[config.mk]
export PLATFORM = sky130hd
export DESIGN_NAME = pcm_interp_feeder
export DESIGN_NICKNAME = d
export VERILOG_FILES = /design/src/rtl/pcm_interp_feeder.sv
export SDC_FILE = /design/constraint.sdc
export NUM_CORES = 1
export LEC_CHECK = 0
export BUFFER_PORTS_ARGS = -buffer_cell sky130_fd_sc_hd__buf_2
export CAP_MARGIN = 40
export CELL_PAD_IN_SITES_DETAIL_PLACEMENT = 1
export CELL_PAD_IN_SITES_GLOBAL_PLACEMENT = 1
export CORE_MARGIN = 10
export CORE_UTILIZATION = 44
export DETAILED_ROUTE_END_ITERATION = 10
export GPL_TIMING_DRIVEN = 0
export MAX_ROUTING_LAYER = met4
export PLACE_DENSITY_LB_ADDON = 0.1
export SYNTH_ARGS = -nofsm -noshare
export SYNTH_HDL_FRONTEND = slang
export SYNTH_SLANG_ARGS = --single-unit
export TNS_END_PERCENT = 5
[constraint.sdc]
create_clock -name clk -period 3.2 [get_ports clk]
set_input_delay 0.16 -clock clk [delete_from_list [all_inputs] [get_ports clk]]
set_output_delay 0.16 -clock clk [all_outputs]
set_load 0.02 [all_outputs]
[src/rtl/pcm_interp_feeder.sv]
// Purpose: buffers upstream PCM samples and feeds one W-bit sample per clk to the DAC, interpolating between samples.
// Latency: pcm_out is registered, one cycle after phase/prev/cur; first input pops the cycle after it lands in the FIFO.
// Backpressure: s_ready = !full; one sample is consumed every 2**RATIO_LOG2 clocks. Macro LINEAR_INTERP_EN selects linear interpolation (else zero-order hold).

// Small synchronous FIFO with occupancy count; no push-to-pop bypass.
module pcm_interp_feeder_fifo #(
  parameter int W     = 16,
  parameter int DEPTH = 4
) (
  input  logic                     clk,
  input  logic                     reset,
  input  logic                     i_push,
  input  logic [W-1:0]             i_push_dat,
  input  logic                     i_pop,
  output logic [W-1:0]             o_head,
  output logic                     o_full,
  output logic                     o_empty,
  output logic [$clog2(DEPTH):0]   o_level
);
  localparam int PTR_W = $clog2(DEPTH);
  localparam int LVL_W = $clog2(DEPTH) + 1;

  logic [W-1:0]     r_mem [DEPTH];
  logic [PTR_W-1:0] r_wr_ptr;
  logic [PTR_W-1:0] r_rd_ptr;
  logic [LVL_W-1:0] r_level;

  // Storage array; contents are don't-care once the pointers are reset.
  always_ff @(posedge clk) begin
    if (i_push) r_mem[r_wr_ptr] <= i_push_dat;
  end

  // Pointers wrap naturally because DEPTH is a power of two.
  always_ff @(posedge clk or posedge reset) begin
    if (reset) begin
      r_wr_ptr <= '0;
      r_rd_ptr <= '0;
    end else begin
      if (i_push) r_wr_ptr <= r_wr_ptr + 1'b1;
      if (i_pop)  r_rd_ptr <= r_rd_ptr + 1'b1;
    end
  end

  // Occupancy: simultaneous push and pop leave the level unchanged.
  always_ff @(posedge clk or posedge reset) begin
    if (reset) begin
      r_level <= '0;
    end else begin
      case ({i_push, i_pop})
        2'b10:   r_level <= r_level + 1'b1;
        2'b01:   r_level <= r_level - 1'b1;
        default: r_level <= r_level;
      endcase
    end
  end

  assign o_head  = r_mem[r_rd_ptr];
  assign o_full  = (r_level == LVL_W'(DEPTH));
  assign o_empty = (r_level == '0);
  assign o_level = r_level;
endmodule

module pcm_interp_feeder #(
  parameter int W          = 16,
  parameter int DEPTH      = 4,
  parameter int RATIO_LOG2 = 8
) (
  input  logic                   clk,
  input  logic                   reset,
  input  logic                   s_valid,
  input  logic [W-1:0]           s_data,
  output logic                   s_ready,
  output logic [W-1:0]           pcm_out,
  output logic                   underrun,
  output logic [$clog2(DEPTH):0] fifo_level
);
  localparam logic [RATIO_LOG2-1:0] PH_LAST = '1;

  typedef enum logic {S_IDLE, S_RUN} state_t;

  state_t                r_state;
  state_t                w_state_nxt;
  logic [RATIO_LOG2-1:0] r_phase;
  logic [W-1:0]          r_cur;
  logic [W-1:0]          w_head;
  logic [W-1:0]          w_pcm_nxt;
  logic                  w_full;
  logic                  w_empty;
  logic                  w_push;
  logic                  w_pop;
  logic                  w_start;
  logic                  w_pop_point;
  logic                  w_underrun;

  assign w_push  = s_valid && !w_full;
  assign s_ready = !w_full;

  pcm_interp_feeder_fifo #(
    .W     (W),
    .DEPTH (DEPTH)
  ) u_fifo (
    .clk        (clk),
    .reset      (reset),
    .i_push     (w_push),
    .i_push_dat (s_data),
    .i_pop      (w_pop),
    .o_head     (w_head),
    .o_full     (w_full),
    .o_empty    (w_empty),
    .o_level    (fifo_level)
  );

  // State register: once running, only reset returns to IDLE.
  always_ff @(posedge clk or posedge reset) begin
    if (reset) r_state <= S_IDLE;
    else       r_state <= w_state_nxt;
  end

  // Next state and pop decisions: start on first data, then pop once per output period.
  always_comb begin
    w_state_nxt = r_state;
    w_pop       = 1'b0;
    w_start     = 1'b0;
    w_pop_point = 1'b0;
    w_underrun  = 1'b0;
    case (r_state)
      S_IDLE: begin
        if (!w_empty) begin
          w_state_nxt = S_RUN;
          w_start     = 1'b1;
          w_pop       = 1'b1;
        end
      end
      S_RUN: begin
        if (r_phase == PH_LAST) begin
          w_pop_point = 1'b1;
          if (!w_empty) w_pop      = 1'b1;
          else          w_underrun = 1'b1;
        end
      end
      default: w_state_nxt = S_IDLE;
    endcase
  end

  assign underrun = w_underrun;

  // Phase counter runs freely while RUN and sits at zero otherwise.
  always_ff @(posedge clk or posedge reset) begin
    if (reset)                  r_phase <= '0;
    else if (w_start)           r_phase <= '0;
    else if (r_state == S_RUN)  r_phase <= r_phase + 1'b1;
    else                        r_phase <= '0;
  end

  // Current sample: replaced on every pop, held through underruns.
  always_ff @(posedge clk or posedge reset) begin
    if (reset)      r_cur <= '0;
    else if (w_pop) r_cur <= w_head;
  end

`ifdef LINEAR_INTERP_EN
  localparam int PW = W + RATIO_LOG2 + 1;

  logic [W-1:0]        r_prev;
  logic signed [W:0]   w_diff;
  logic signed [PW-1:0] w_prod;

  // Previous sample: starts from silence, then takes the outgoing cur at each pop point.
  always_ff @(posedge clk or posedge reset) begin
    if (reset)            r_prev <= '0;
    else if (w_start)     r_prev <= '0;
    else if (w_pop_point) r_prev <= r_cur;
  end

  // prev + floor((cur - prev) * phase / 2**RATIO_LOG2); the result stays within [prev, cur].
  assign w_diff    = $signed({r_cur[W-1], r_cur}) - $signed({r_prev[W-1], r_prev});
  assign w_prod    = PW'(w_diff) * PW'($signed({1'b0, r_phase}));
  assign w_pcm_nxt = W'($signed({{(RATIO_LOG2 + 1){r_prev[W-1]}}, r_prev}) + (w_prod >>> RATIO_LOG2));
`else
  // Zero-order hold: the output simply follows the current sample.
  assign w_pcm_nxt = r_cur;
`endif

  // Output register: silent in IDLE.
  always_ff @(posedge clk or posedge reset) begin
    if (reset)                  pcm_out <= '0;
    else if (r_state == S_IDLE) pcm_out <= '0;
    else                        pcm_out <= w_pcm_nxt;
  end
endmodule

======== After elaboration in Yosys (flattened, before gate mapping) ========
Memories as Yosys holds them, arrays and structs flattened. A register that Yosys moved wholly into a read port is not among the register bits.
Cells that the tools add are included.
storage, ports and cells
  RAM bits ................................ 64
  input bits .............................. 19
  flip-flop bits (word level) ............. 32
  logic and storage cells ................. 35
  memories kept ........................... 1
  latch bits .............................. 0
  memory bits (read-only) ................. 0
  output and inout port bits .............. 21
cells by class
  divide/modulo/power cells ............... 0
  add/sub/neg operators ................... 5
  shift-type cells ........................ 0
  multiply operators ...................... 0
  mux-type cells .......................... 14
  $lt $le $gt $ge ......................... 0
  reductions and logical operators ........ 4
  bitwise gates (word level) .............. 1
  equal/unequal tests ..................... 4
memory list
  name          depth  bits a word  rd ports  clocked after Yosys merged registers in  wr ports  line  RTL
  u_fifo.r_mem  4      16           1         1                                        1         23    logic [W-1:0] r_mem [DEPTH];
operator list
  cell                                               count
  two-way mux 16 bit                                 1
  two-way mux 8 bit                                  2
  two-way mux 1 bit                                  9
  adder 8 x 1 -> 8 bit (second input constant)       1
  == test 8 bit (second input constant)              1
  case mux 3 bit (2 select lines)                    1
  adder 2 x 1 -> 2 bit (second input constant)       2
  adder 3 x 1 -> 3 bit (second input constant)       1
  == test 3 bit (second input constant)              1
  logical NOT 3 bit                                  1
  subtractor 3 x 1 -> 3 bit (second input constant)  1
  == test 2 x 1 -> 1 bit (second input constant)     1
  == test 2 bit (second input constant)              1
  case mux 1 bit (2 select lines)                    1
  nonzero test 2 bit                                 1
  logical AND 1 bit                                  1
  logical NOT 1 bit                                  1
  NOT 1 bit                                          1

======== Longest topological paths before layout ========
  depth after elaboration ................. 6
  mapped depth ............................ 13
  mapped depth without buffers ............ 11

======== Cells and area by module ========
A second synthesis with hierarchy kept.
unflattened totals
  cell total of the unflattened synthesis .. 233
  area total of the unflattened synthesis .. 4339.2 µm²
modules (own cells, without submodules)
  module                  times used  cells each  area an instance (µm²)  sequential area each (µm²)
  pcm_interp_feeder_fifo  1           121         2752.6                  2097.0
  pcm_interp_feeder       1           112         1586.5                  1026.0

======== Least setup slack after synthesis ========
OpenSTA, ideal clock, no wires.
  kind .................................... register -> register
  start point ............................. register r_phase[0]
  end point ............................... register u_fifo.r_level[2], in the netlist u_fifo.o_level[2]
  cell stages (with the launch flop) ...... 14
  path buffers ............................ 2
  data required time ...................... 3120 ps
  arrival time ............................ 2212 ps
  library setup time ...................... 80 ps
  path slack .............................. 908 ps
  clock period less this slack ............ 2292 ps
  path through ............................ dfrtp_1 ha_1 nand4_1 o21ai_1 nand2b_1 buf_6 buf_12 inv_1 ha_1 inv_1 fa_1 xor2_1 nor2_1 xor2_1
between the ends
  longest elaborated chain between the ends .. 5
  elaborated cells on any way between the ends .. 7
  classes of those cells .................. eq/ne (3); mux (3); reduce/logical (1)
RTL lines
  what                                                                          line  RTL
  start: declaration                                                            83    logic [RATIO_LOG2-1:0] r_phase;
  start signal: assignment                                                      151   else if (r_state == S_RUN) r_phase <= r_phase + 1'b1;
  == test 8 bit (*)                                                             135   if (r_phase == PH_LAST) begin
  two-way mux 1 bit (*)                                                         135
  case mux 1 bit (2 select lines) (*)                                           126   case (r_state)
  == test 2 x 1 -> 1 bit / == test 2 bit (equally long branches)                49    case ({i_push, i_pop})
  case mux 3 bit (2 select lines) / nonzero test 2 bit (equally long branches)  --
  end signal: assignment                                                        50    2'b10: r_level <= r_level + 1'b1;
  end signal: assignment                                                        51    2'b01: r_level <= r_level - 1'b1;
  end signal: assignment                                                        52    default: r_level <= r_level;
  end: declaration                                                              26    logic [LVL_W-1:0] r_level;
Mark *: on every way between the ends. The rest lies on a longest branch, timed or not.
A chain may end at the register's enable or synchronous reset.

======== Final worst setup path ========
Same ends and word-level chain as after synthesis.

==> out/metrics.csv <==
stage;metric;value;unit
die;horizontal die dimension;119;um
synthesis;xor/xnor cell area share of the yosys netlist;0.0244;
sta;max-slew headroom at the worst pin;0.631;
global_routing;wire length of the first global-routing pass;13.0;mm
power;power consumption;3.14;mW
global_routing;aggregate global routing overflow;0;
synthesis;count of flip-flops with a built-in enable after synthesis;64;
sta;Worst Tran Pin Value;554;ps
global_routing;GRT Total Usage;0.121;
synthesis;netlist area before placement;0.00431;sq mm
placement;total half-perimeter wirelength after legalization and detailed placement;5.37;mm
critical_path;CP Launch Type;flip-flop;
synthesis;main combinational cell family by area after synthesis;multiplexers;
clocking;clk slew on worst S/H paths;100;ps
critical_path;Crit path max-delay family;adder cells;
power;internal power component;2.35;mW
clocking;Clk Tree Root Cell;sky130_fd_sc_hd__clkbuf_8;
sta;unrepaired setup endpoints after global routing;false;
detailed_routing;residual DRC count;0;
cells_and_area;number of fillers in the final layout;930;
sta;Hold Vio Cnt, Final;0;
synthesis;Mapped Avg Cell Area;18.9;sq um
critical_path;list of cells traversed by the critical path;ha_1, nand4_1, o21ai_1, nand2b_1, buf_6, buf_12, inv_1, ha_1, inv_1, fa_1, xor2_1, nor2_1, xor2_1;
sta;worst hold margin;23.0;ps
clocking;Resized cells post-CTS;0;
synthesis;count of distinct cell types in the synthesized netlist;27;
die;CORE AREA;0.00964;sq mm
power;Clk network pwr share;0.272;
synthesis;Commonest cells post-synth;sky130_fd_sc_hd__edfxtp_1, sky130_fd_sc_hd__dfrtp_1, sky130_fd_sc_hd__and2_1;
clocking;maximum number of buffers from clock root to sink;2;
placement;buffers added on ports;39;
critical_path;signal arrival time at the worst endpoint;2860;ps
power;combinational power share;0.156;
power;portion of total power attributed to sequential cells;0.572;
die;die area;0.0142;sq mm
clocking;Worst-Skew Late Latency;360;ps
critical_path;stage delay of the slowest cell on the critical path;400;ps
global_routing;number of global-route vias before repair;2343;
synthesis;most frequent cell after synthesis;sky130_fd_sc_hd__edfxtp_1;
die;Initial Util;0.447;
die;number of top-level pins;40;
critical_path;critical path depth;13;
clocking;number of hold buffers added after CTS;10;
synthesis;portion of synthesized cell area occupied by the leading cell type;0.446;
synthesis;synth warn;0;
power;maximum VDD drop;271;uV
placement;routability congestion estimate from global placement;0.725;
synthesis;largest cells by area after synthesis;sky130_fd_sc_hd__edfxtp_1, sky130_fd_sc_hd__dfrtp_1, sky130_fd_sc_hd__mux4_2, sky130_fd_sc_hd__and2_1, sky130_fd_sc_hd__mux4_1;
sta;count of final setup violators;0;
critical_path;count of buffering cells on the critical path with inverters included;4;
die;die height;119;um
synthesis;share of the yosys chip area belonging to registers;0.724;
sta;fraction of the cycle the final worst path needs;0.805;
synthesis;Post-Syn Instances;228;
critical_path;depth of the worst register-to-register path;13;
synthesis;fraction of the mapped netlist area in compound gates;0.00116;
power;Net Sw Frac;0.254;
cells_and_area;post-layout instance count excluding filler cells;433;
synthesis;ys async rst share;0.429;
detailed_routing;detailed-routed wire length on met3;277;um
die;std cell rows;36;
critical_path;Worst Setup EP;u_fifo.o_level[2];
clocking;number of levels the H-tree was split into;3;
critical_path;worst-path fanout max;10;
power;Pleak;2.04;nW
run;MaxCap Viol Count;0;
outcome;run status;finished, final reports clean;
critical_path;critical path type;reg2reg;
detailed_routing;drt initial violations;102;
clocking;Inserted Clock Buffers;9;
detailed_routing;uppermost routed layer;met4;
critical_path;worst reg-to-reg setup slack;620;ps
min_path;type of the most critical hold path;in2reg;
detailed_routing;total detailed-routing wirelength;7.80;mm
detailed_routing;vias per inst;4.81;
detailed_routing;total number of vias;2083;
synthesis;primary flip-flop cell chosen by synthesis mapping;sky130_fd_sc_hd__edfxtp_1;
clocking;buffer count from post-CTS setup fixing;0;
clocking;clock sink count;112;
sta;post-route clock skew;13.3;ps
sta;final period demand of the worst path;2580;ps
global_routing;pin count of the biggest net entering global routing;34;
critical_path;cell at the slowest stage of the critical path;sky130_fd_sc_hd__dfrtp_1;
global_routing;antenna violations before repair;0;
critical_path;endpoint kind of the worst setup timing path;flip-flop;
placement;number of placed instances, taps included;405;
detailed_routing;routed length on met2;4.01;mm
synthesis;simple-gate portion of the synthesized area;0.0632;
critical_path;worst r2r dst;u_fifo.o_level[2];
sta;Total Neg Setup Slack;0;ps
detailed_routing;count of antenna-violating nets left after detailed routing;0;
synthesis;total nets after synthesis;254;
synthesis;adder and majority cell fraction of the synthesized area;0.0220;
cells_and_area;fin area;0.00511;sq mm
cells_and_area;synthesis-to-finish area growth;18.5;%
synthesis;cell taking the most area after synthesis;sky130_fd_sc_hd__edfxtp_1;
clocking;CTS tree;built;
critical_path;Setup crit start;r_phase[0];
sta;max-slew violation count;0;
synthesis;flops & latches, synth;112;
cells_and_area;final layout net count;321;
detailed_routing;routed length on met1;3.46;mm
detailed_routing;wire length per cell after detailed routing;18.0;um
sta;maximum frequency from static timing analysis;0.388;GHz
detailed_routing;drt pass-1 iters;4;
critical_path;worst path required time;3490;ps
power;power per standard cell area;615;mW/mm^2
synthesis;mux contribution to synthesized area;0.142;
placement;cell area after placement;0.00479;sq mm
cells_and_area;antenna cell count;0;
critical_path;Reg2Reg Launch Point;r_phase[0];
cells_and_area;ratio of cells with drive above 1 in the final layout;0.313;
power;net switching power of the design;798;uW
==> worst reg2reg max path, stage by stage, from the launching register on <==
cell                       delay, ps
sky130_fd_sc_hd__dfrtp_1         400
sky130_fd_sc_hd__ha_1            240
sky130_fd_sc_hd__nand4_1         140
sky130_fd_sc_hd__o21ai_1         230
sky130_fd_sc_hd__nand2b_1        110
sky130_fd_sc_hd__buf_6           160
sky130_fd_sc_hd__buf_12          160
sky130_fd_sc_hd__inv_1            70
sky130_fd_sc_hd__ha_1            160
sky130_fd_sc_hd__inv_1            60
sky130_fd_sc_hd__fa_1            370
sky130_fd_sc_hd__xor2_1          150
sky130_fd_sc_hd__nor2_1          110
sky130_fd_sc_hd__xor2_1          150
==> cell families after synthesis <==
family | after synthesis
DFF | 112
and+or+nand+nor | 46
muxes | 34
buffers and inverters | 16
xor gates and xnor gates | 12
adders and majority gates | 7
AOI/OAI and AO/OA | 1
==> how the worst min path moves through the flow <==
stage,startpoint,end,slack [ps],cells after the start
finish,s_data[14],u_fifo.r_mem[1][14],20,1
global route,s_data[8],u_fifo.r_mem[0][8],2,1
CTS,s_data[8],u_fifo.r_mem[0][8],2,1
detailed placement,reset,u_fifo.o_level[2],160,2
global placement,s_data[11],u_fifo.r_mem[1][11],370,1
floorplan,s_data[0],u_fifo.r_mem[0][0],260,0
==> registers in the layout, indices dropped and copies added (netlist names) <==
register and cells:
u_fifo.o_level 3, r_phase 8, u_fifo.r_wr_ptr 2, r_state 1
u_fifo.r_mem 64, r_cur 16, pcm_out 16, u_fifo.r_rd_ptr 2
==> final cells by class <==
| class | count | area (sq um) | share of cell area |
|---|---|---|---|
| repair buffers | 56 | 429 | 0.0839 |
| flip-flops and latches | 112 | 3120 | 0.611 |
| clock inverters | 5 | 62.6 | 0.0122 |
| multi-input cells | 100 | 1090 | 0.213 |
| plain buffers | 8 | 71.3 | 0.0140 |
| inverters | 8 | 30.0 | 0.00587 |
| clock buffers | 11 | 141 | 0.0277 |
| well taps | 133 | 166 | 0.0326 |
==> through the flow <==
stage                     utilization  setup WS (ps)
after floorplan                     -            908
after global placement          0.485            668
after global routing            0.530            441
after CTS                       0.528            601
after detailed placement        0.497            622
final                           0.530            624
==> cell usage in the layout, fill, tap and decap left out, types with 5 or more instances in the layout <==
master	instances
sky130_fd_sc_hd__edfxtp_1	64
sky130_fd_sc_hd__dfrtp_1	48
sky130_fd_sc_hd__buf_2	41
sky130_fd_sc_hd__and2_1	25
sky130_fd_sc_hd__dlygate4sd3_1	12
sky130_fd_sc_hd__mux4_2	11
sky130_fd_sc_hd__clkbuf_8	10
sky130_fd_sc_hd__xnor2_1	9
sky130_fd_sc_hd__mux2_2	9
sky130_fd_sc_hd__mux2_4	8
sky130_fd_sc_hd__inv_1	7
sky130_fd_sc_hd__ha_1	6
sky130_fd_sc_hd__and3_1	5
sky130_fd_sc_hd__mux4_1	5
==> per-layer routing <==
layer	global-route usage	vias to the layer above
met5	-	-
met1	0.142	1073
met3	0.0335	8
li1	-	970
met2	0.198	32
met4	0.0374	0
==> power groups by stage <==
stage / clock network, mW / registers [mW] / logic, mW
2_1_floorplan: 0 / 1.84 / 0.245
3_3_place_gp: 0 / 1.83 / 0.401
3_5_place_dp: 0 / 1.83 / 0.499
4_1_cts: 0.894 / 1.80 / 0.508
5_1_grt: 0.954 / 1.82 / 0.547
6_report: 0.855 / 1.80 / 0.489
(Power assumes the default switching activity.)
